### src/rtl/alu_issue_if.sv
// Decode-to-EX issue bus: instruction input handshake plus the decoded
// issue entry presented to the EX stage.
interface alu_issue_if;
    logic        in_valid;
    logic        in_ready;
    logic [31:0] in_inst;
    logic        flush;
    logic        out_valid;
    logic        out_ready;
    logic [3:0]  out_alu_op;
    logic        out_b_sel;
    logic [31:0] out_imm;
    logic [4:0]  out_rs1;
    logic [4:0]  out_rs2;
    logic [4:0]  out_rd;
    logic        out_wen;
    logic        out_illegal;

    modport master (
        output in_valid, in_inst, flush, out_ready,
        input  in_ready, out_valid, out_alu_op, out_b_sel, out_imm,
               out_rs1, out_rs2, out_rd, out_wen, out_illegal
    );

    modport slave (
        input  in_valid, in_inst, flush, out_ready,
        output in_ready, out_valid, out_alu_op, out_b_sel, out_imm,
               out_rs1, out_rs2, out_rd, out_wen, out_illegal
    );
endinterface

### src/rtl/alu_issue_stage.sv
// RV32I ALU issue stage: decodes OP / OP-IMM / LUI into one registered
// issue entry with a valid/ready skid-free handshake and branch flush.
module alu_issue_stage (
    input  logic        clk,
    input  logic        rst_n,
    alu_issue_if.slave  bus
);

    typedef enum logic [3:0] {
        ALU_ADD   = 4'd0,
        ALU_SUB   = 4'd1,
        ALU_AND   = 4'd2,
        ALU_OR    = 4'd3,
        ALU_XOR   = 4'd4,
        ALU_SLL   = 4'd5,
        ALU_SRL   = 4'd6,
        ALU_SRA   = 4'd7,
        ALU_SEL_B = 4'd8,
        ALU_ILL   = 4'hF
    } alu_op_e;

    logic [6:0]  opcode;
    logic [2:0]  funct3;
    logic [6:0]  funct7;
    alu_op_e     dec_op;
    logic        dec_b_sel;
    logic [31:0] dec_imm;
    logic        dec_ill;
    logic        dec_wen;

    logic        valid_q,   valid_d;
    alu_op_e     alu_op_q,  alu_op_d;
    logic        b_sel_q,   b_sel_d;
    logic [31:0] imm_q,     imm_d;
    logic [4:0]  rs1_q,     rs1_d;
    logic [4:0]  rs2_q,     rs2_d;
    logic [4:0]  rd_q,      rd_d;
    logic        wen_q,     wen_d;
    logic        illegal_q, illegal_d;
    logic        in_ready;
    logic        load;

    assign opcode = bus.in_inst[6:0];
    assign funct3 = bus.in_inst[14:12];
    assign funct7 = bus.in_inst[31:25];

    always_comb begin
        dec_op    = ALU_ILL;
        dec_b_sel = 1'b0;
        dec_imm   = '0;
        dec_ill   = 1'b1;
        unique case (opcode)
            7'b0110011: begin
                if (funct7 == 7'b0000000) begin
                    dec_ill = 1'b0;
                    unique case (funct3)
                        3'b000:  dec_op = ALU_ADD;
                        3'b111:  dec_op = ALU_AND;
                        3'b110:  dec_op = ALU_OR;
                        3'b100:  dec_op = ALU_XOR;
                        3'b001:  dec_op = ALU_SLL;
                        3'b101:  dec_op = ALU_SRL;
                        default: dec_ill = 1'b1;
                    endcase
                end else if (funct7 == 7'b0100000) begin
                    dec_ill = 1'b0;
                    unique case (funct3)
                        3'b000:  dec_op = ALU_SUB;
                        3'b101:  dec_op = ALU_SRA;
                        default: dec_ill = 1'b1;
                    endcase
                end
            end
            7'b0010011: begin
                dec_ill = 1'b0;
                dec_imm = {{20{bus.in_inst[31]}}, bus.in_inst[31:20]};
                unique case (funct3)
                    3'b000:  dec_op = ALU_ADD;
                    3'b111:  dec_op = ALU_AND;
                    3'b110:  dec_op = ALU_OR;
                    3'b100:  dec_op = ALU_XOR;
                    3'b001: begin
                        dec_imm = {27'b0, bus.in_inst[24:20]};
                        if (funct7 == 7'b0000000) dec_op  = ALU_SLL;
                        else                      dec_ill = 1'b1;
                    end
                    3'b101: begin
                        dec_imm = {27'b0, bus.in_inst[24:20]};
                        if (funct7 == 7'b0000000)      dec_op  = ALU_SRL;
                        else if (funct7 == 7'b0100000) dec_op  = ALU_SRA;
                        else                           dec_ill = 1'b1;
                    end
                    default: dec_ill = 1'b1;
                endcase
            end
            7'b0110111: begin
                dec_ill = 1'b0;
                dec_op  = ALU_SEL_B;
                dec_imm = {bus.in_inst[31:12], 12'b0};
            end
            default: dec_ill = 1'b1;
        endcase
        // Illegal encodings must present a clean, canonical entry.
        if (dec_ill) begin
            dec_op  = ALU_ILL;
            dec_imm = '0;
        end else begin
            dec_b_sel = (opcode != 7'b0110011);
        end
    end

    assign dec_wen  = !dec_ill && (bus.in_inst[11:7] != 5'd0);
    assign in_ready = !valid_q || bus.out_ready;
    assign load     = bus.in_valid && in_ready;

    always_comb begin
        alu_op_d  = alu_op_q;
        b_sel_d   = b_sel_q;
        imm_d     = imm_q;
        rs1_d     = rs1_q;
        rs2_d     = rs2_q;
        rd_d      = rd_q;
        wen_d     = wen_q;
        illegal_d = illegal_q;
        valid_d   = valid_q && !bus.out_ready;
        if (load) begin
            valid_d   = 1'b1;
            alu_op_d  = dec_op;
            b_sel_d   = dec_b_sel;
            imm_d     = dec_imm;
            rs1_d     = bus.in_inst[19:15];
            rs2_d     = bus.in_inst[24:20];
            rd_d      = bus.in_inst[11:7];
            wen_d     = dec_wen;
            illegal_d = dec_ill;
        end
        if (bus.flush) valid_d = 1'b0;
        // Keeps out_illegal low whenever no entry is valid.
        if (!valid_d) illegal_d = 1'b0;
    end

    always_ff @(posedge clk or negedge rst_n) begin
        if (!rst_n) begin
            valid_q   <= 1'b0;
            alu_op_q  <= ALU_ADD;
            b_sel_q   <= 1'b0;
            imm_q     <= '0;
            rs1_q     <= '0;
            rs2_q     <= '0;
            rd_q      <= '0;
            wen_q     <= 1'b0;
            illegal_q <= 1'b0;
        end else begin
            valid_q   <= valid_d;
            alu_op_q  <= alu_op_d;
            b_sel_q   <= b_sel_d;
            imm_q     <= imm_d;
            rs1_q     <= rs1_d;
            rs2_q     <= rs2_d;
            rd_q      <= rd_d;
            wen_q     <= wen_d;
            illegal_q <= illegal_d;
        end
    end

    assign bus.in_ready    = in_ready;
    assign bus.out_valid   = valid_q;
    assign bus.out_alu_op  = alu_op_q;
    assign bus.out_b_sel   = b_sel_q;
    assign bus.out_imm     = imm_q;
    assign bus.out_rs1     = rs1_q;
    assign bus.out_rs2     = rs2_q;
    assign bus.out_rd      = rd_q;
    assign bus.out_wen     = wen_q;
    assign bus.out_illegal = illegal_q;

endmodule

### src/flat_wrapper.sv
// flat-port wrapper written by rule: the top's interface ports become plain ports
module alu_issue_stage_flat 
  (clk, rst_n, bus_in_valid, bus_in_inst, bus_flush, bus_out_ready, bus_in_ready, bus_out_valid, bus_out_alu_op, bus_out_b_sel, bus_out_imm, bus_out_rs1, bus_out_rs2, bus_out_rd, bus_out_wen, bus_out_illegal);
  alu_issue_if bus_i ();
  input  logic clk;
  input  logic rst_n;
  input wire logic [$bits(bus_i.in_valid)-1:0] bus_in_valid;
  input wire logic [$bits(bus_i.in_inst)-1:0] bus_in_inst;
  input wire logic [$bits(bus_i.flush)-1:0] bus_flush;
  input wire logic [$bits(bus_i.out_ready)-1:0] bus_out_ready;
  output wire logic [$bits(bus_i.in_ready)-1:0] bus_in_ready;
  output wire logic [$bits(bus_i.out_valid)-1:0] bus_out_valid;
  output wire logic [$bits(bus_i.out_alu_op)-1:0] bus_out_alu_op;
  output wire logic [$bits(bus_i.out_b_sel)-1:0] bus_out_b_sel;
  output wire logic [$bits(bus_i.out_imm)-1:0] bus_out_imm;
  output wire logic [$bits(bus_i.out_rs1)-1:0] bus_out_rs1;
  output wire logic [$bits(bus_i.out_rs2)-1:0] bus_out_rs2;
  output wire logic [$bits(bus_i.out_rd)-1:0] bus_out_rd;
  output wire logic [$bits(bus_i.out_wen)-1:0] bus_out_wen;
  output wire logic [$bits(bus_i.out_illegal)-1:0] bus_out_illegal;
  assign bus_i.in_valid = bus_in_valid;
  assign bus_i.in_inst = bus_in_inst;
  assign bus_i.flush = bus_flush;
  assign bus_i.out_ready = bus_out_ready;
  assign bus_in_ready = bus_i.in_ready;
  assign bus_out_valid = bus_i.out_valid;
  assign bus_out_alu_op = bus_i.out_alu_op;
  assign bus_out_b_sel = bus_i.out_b_sel;
  assign bus_out_imm = bus_i.out_imm;
  assign bus_out_rs1 = bus_i.out_rs1;
  assign bus_out_rs2 = bus_i.out_rs2;
  assign bus_out_rd = bus_i.out_rd;
  assign bus_out_wen = bus_i.out_wen;
  assign bus_out_illegal = bus_i.out_illegal;
  alu_issue_stage u_core (.clk(clk), .rst_n(rst_n), .bus(bus_i));
endmodule
### config.mk
export PLATFORM = sky130hd
export DESIGN_NAME = alu_issue_stage_flat
export DESIGN_NICKNAME = d
export VERILOG_FILES = /design/src/rtl/alu_issue_if.sv /design/src/rtl/alu_issue_stage.sv /design/src/flat_wrapper.sv
export SDC_FILE = /design/constraint.sdc
export NUM_CORES = 1
export LEC_CHECK = 0
export ABC_AREA = 1
export CORE_MARGIN = 2
export CORE_UTILIZATION = 35
export CTS_BUF_LIST = sky130_fd_sc_hd__clkbuf_2 sky130_fd_sc_hd__clkbuf_4 sky130_fd_sc_hd__clkbuf_8
export CTS_CLUSTER_DIAMETER = 60
export DETAILED_ROUTE_END_ITERATION = 8
export HOLD_SLACK_MARGIN = 0.15
export PLACE_DENSITY = 0.67
export SLEW_MARGIN = 10
export SYNTH_ARGS = -nofsm -noshare
export SYNTH_HDL_FRONTEND = slang
export SYNTH_SLANG_ARGS = --single-unit
### constraint.sdc
create_clock -name clk -period 1.2 [get_ports clk]
set_input_delay 0.24 -clock clk [delete_from_list [all_inputs] [get_ports clk]]
set_output_delay 0.24 -clock clk [all_outputs]
set_load 0.1 [all_outputs]
==> reports/qor.txt <==
grt ovf: 0
Ports: 93
adder-cell share of the synthesized area: 0
count leader, synth: nand2_1
#FFs+latches synth: 55
reg-to-reg endpoint: u_core.bus.out_rs2[1]$_DFFE_PN0P_
synth top area cells: dfrtp_1 50%, nand2_1 24%, nand4_1 7.0%
DP HPWL: 6200 um
clock sinks: 55
Core ar.: 7690 sq um
Die H: 92.8 um
Antenna Nets Post-Route: 0
largest family of logic cells by synthesized area: simple AND/OR/NAND/NOR gates
largest net degree at the start of global routing: 52
Slew Limit Fails: 0
number of setup violations in the final report: 14
area leader, netlist: dfrtp_1
Cells after Synth: 369
Worst path slowest cell: dfrtp_4
VDD IR max: 0.532 mV
DR pass1 iterations: 4
max-cap violations: 0
WP data arrival: 1170 ps
Buf/Inv on CP: 2
Leak Pwr: 2.73 nW
fmax: 711 MHz
port bufs: 92
CP startpoint kind: flip-flop
R2R setup slack: -50 ps
Logic pwr share: 0.347
mux contribution to synthesized area: 0
FFs w/ async S/R, synth: 1.00
Vias: 3104
# DRC: 0
crit path time final: 1410 ps
Synth top cells by count: 173 x nand2_1, 55 x dfrtp_1, 31 x nand4_1, 23 x inv_1, 18 x nand3_1
compound-gate portion of the synthesized area: 0.0308
Final Util: 0.709
Reg clk slew, reported paths: 100 ps
DP Area: 4670 sq um
Synthesized Nets: 406
Netlist cell types: 24
Int Power: 3.01 mW
Crit path largest cell delay: 520 ps
mapped cell area: 2760 sq um
vias in the first global route: 3071
initial antenna violation count: 0
Layout area overhead: 97.3%
first-pass GRT wire length: 15000 um
CP endpoint kind: primary output
Clock Skews: 8.94 ps
Clock Latency Late Sink: 320 ps
Initial Util: 0.359
Nets: 563
setup TNS: -635 ps
Critical Path RT: 960 ps
PD cells: 864 nW/um^2
Clock Tree Buf Depth: 2
cell chain of the critical path: nand2_8 -> buf_6 -> buf_12
Net Switching: 1.70 mW
Num CTS Buffers: 5
Slew HR: 0.805
Post-Synth XOR/XNOR Area: 0
failing checks: setup timing
Fillers: 572
n_diodes: 0
share of the synthesized area in the top cell type: 0.498
Synth warnings: 0
CTS tree: done
initial drt markers: 190
Worst Path Max Fanout: 2
Root Buffer: clkbuf_8
Clk network pwr share: 0.224
Slew @ Worst Pin: 292 ps
status: complete, but fails checks
ys flop type: dfrtp_1
die area: 8620 sq um
Critical Setup Path Class: flip-flop to primary output
Die X: 92.8 um
Final period util: 1.17
Final WS setup: -206 ps
unrepaired setup endpoints after global routing: yes
Final GP Congestion: 0.996
total track usage: 0.218
Wirelength per Cell: 15.4 um
FF-to-FF path depth: 7
post-DR vias/cell: 4.93
H-tree levels: 2
post-synthesis sequential area ratio: 0.498
EDFF count, synth: 0
Fin. Hold Viols: 0
Sw Ratio: 0.361
worst reg2reg startpoint: u_core.bus.out_valid$_DFF_PN0_
layout cells sized above 1: 0.423
Reg power frac: 0.429
final wirelength: 9670 um
kind of cell adding the most delay to the critical path: flip-flops
synthesized-area fraction occupied by and/or/nand/nor cells: 0.391
syn avg cell area: 7.48 sq um
Design Area, Final: 5450 sq um
worst min path class: primary input to async pin
Row Count: 32
[area by class of cell]
class                   count  area, sq um  share of cell area
repair buffers            171         2310               0.424
multi-input cells         266         1410               0.258
flip-flops and latches     55         1380               0.254
inverters                  27          136              0.0250
well taps                 102          128              0.0234
clock buffers               6         76.3              0.0140
clock inverters             2         12.5             0.00230
[metrics by stage]
stage               hold WS (ps)  total power, mW  cells  worst slack (ps)
floorplan                  -55.6             2.83    369              -281
global placement            66.2             3.49    582              -825
detailed placement          69.2             3.51    582              -859
CTS                          277             4.60    615              -206
global route                 253             4.90    629              -244
finish                       259             4.71    629              -206
[repair_timing]
| action | in CTS | in global routing |
|---|---|---|
| hold buffers | 1 | 0 |
| hold endpoints to repair | 55 | 0 |
| endpoints found under the setup margin | 42 | 51 |
| gates cloned | 4 | 7 |
| resized for setup | 112 | 55 |
| pin swaps | 30 | 39 |
| buffers inserted | 20 | 11 |
[registers in the layout, indices dropped and copies added (netlist names)]
signal	count
u_core.bus.out_rs1	5
u_core.bus.out_alu_op	4
u_core.bus.out_b_sel	1
u_core.bus.out_wen	1
u_core.bus.out_rs2	5
u_core.bus.out_rd	5
u_core.bus.out_illegal	1
u_core.bus.out_valid	1
u_core.bus.out_imm	32
[how the worst max path moves through the flow]
stage / start / slack (ps) / cells after the start / endpoint
after global placement: bus_in_inst[26] / -830 / 12 / u_core.bus.out_illegal$_DFFE_PN0P_
final: u_core.bus.out_valid$_DFF_PN0_ / -210 / 3 / bus_in_ready
after detailed placement: bus_in_inst[28] / -860 / 11 / u_core.bus.out_imm[3]$_DFFE_PN0P_
after global routing: u_core.bus.out_valid$_DFF_PN0_ / -240 / 3 / bus_in_ready
after CTS: u_core.bus.out_valid$_DFF_PN0_ / -210 / 3 / bus_in_ready
after floorplan: u_core.bus.out_valid$_DFF_PN0_ / -280 / 6 / u_core.bus.out_imm[10]$_DFFE_PN0P_
[per-layer routing]
layer / track usage / share of wire / up-vias
li1: - / - / 1501
met1: 0.275 / 0.40 / 1487
met2: 0.389 / 0.53 / 104
met3: 0.0293 / 0.059 / 12
met4: 0.0650 / 0.016 / 0
met5: 0 / 0 / -
[cells in the final DEF, fill, tap and decap left out, drive strengths merged]
cell type,count
inv,26
clkinvlp,1
nand4,31
dfrtp,55
nand2,174
a21oi,3
and2,2
buf,145
clkdlybuf4s50,18
dlygate4sd3,1
clkinv,2
o21a,1
o211ai,1
clkbuf,13
nor2,16
o21ai,11
nand3,20
nor3,7
[logic make-up (layout without fill, tap and decap cells)]
logic type             count (synthesis)  count (layout)
buffers and inverters                 49             206
AO/OA/AOI/OAI                         16              16
flip-flops                            55              55
AND/OR/NAND/NOR                      249             250
[power by group through the flow]
stage | sequential [mW] | clock (mW) | combinational, mW
final | 2.02 | 1.05 | 1.63
after global routing | 2.03 | 1.16 | 1.71
after CTS | 2.02 | 1.05 | 1.53
after detailed placement | 2.06 | 0 | 1.45
after global placement | 2.05 | 0 | 1.44
after floorplan | 2.58 | 0 | 0.256
No activity file was read; power rests on OpenSTA's default activity.
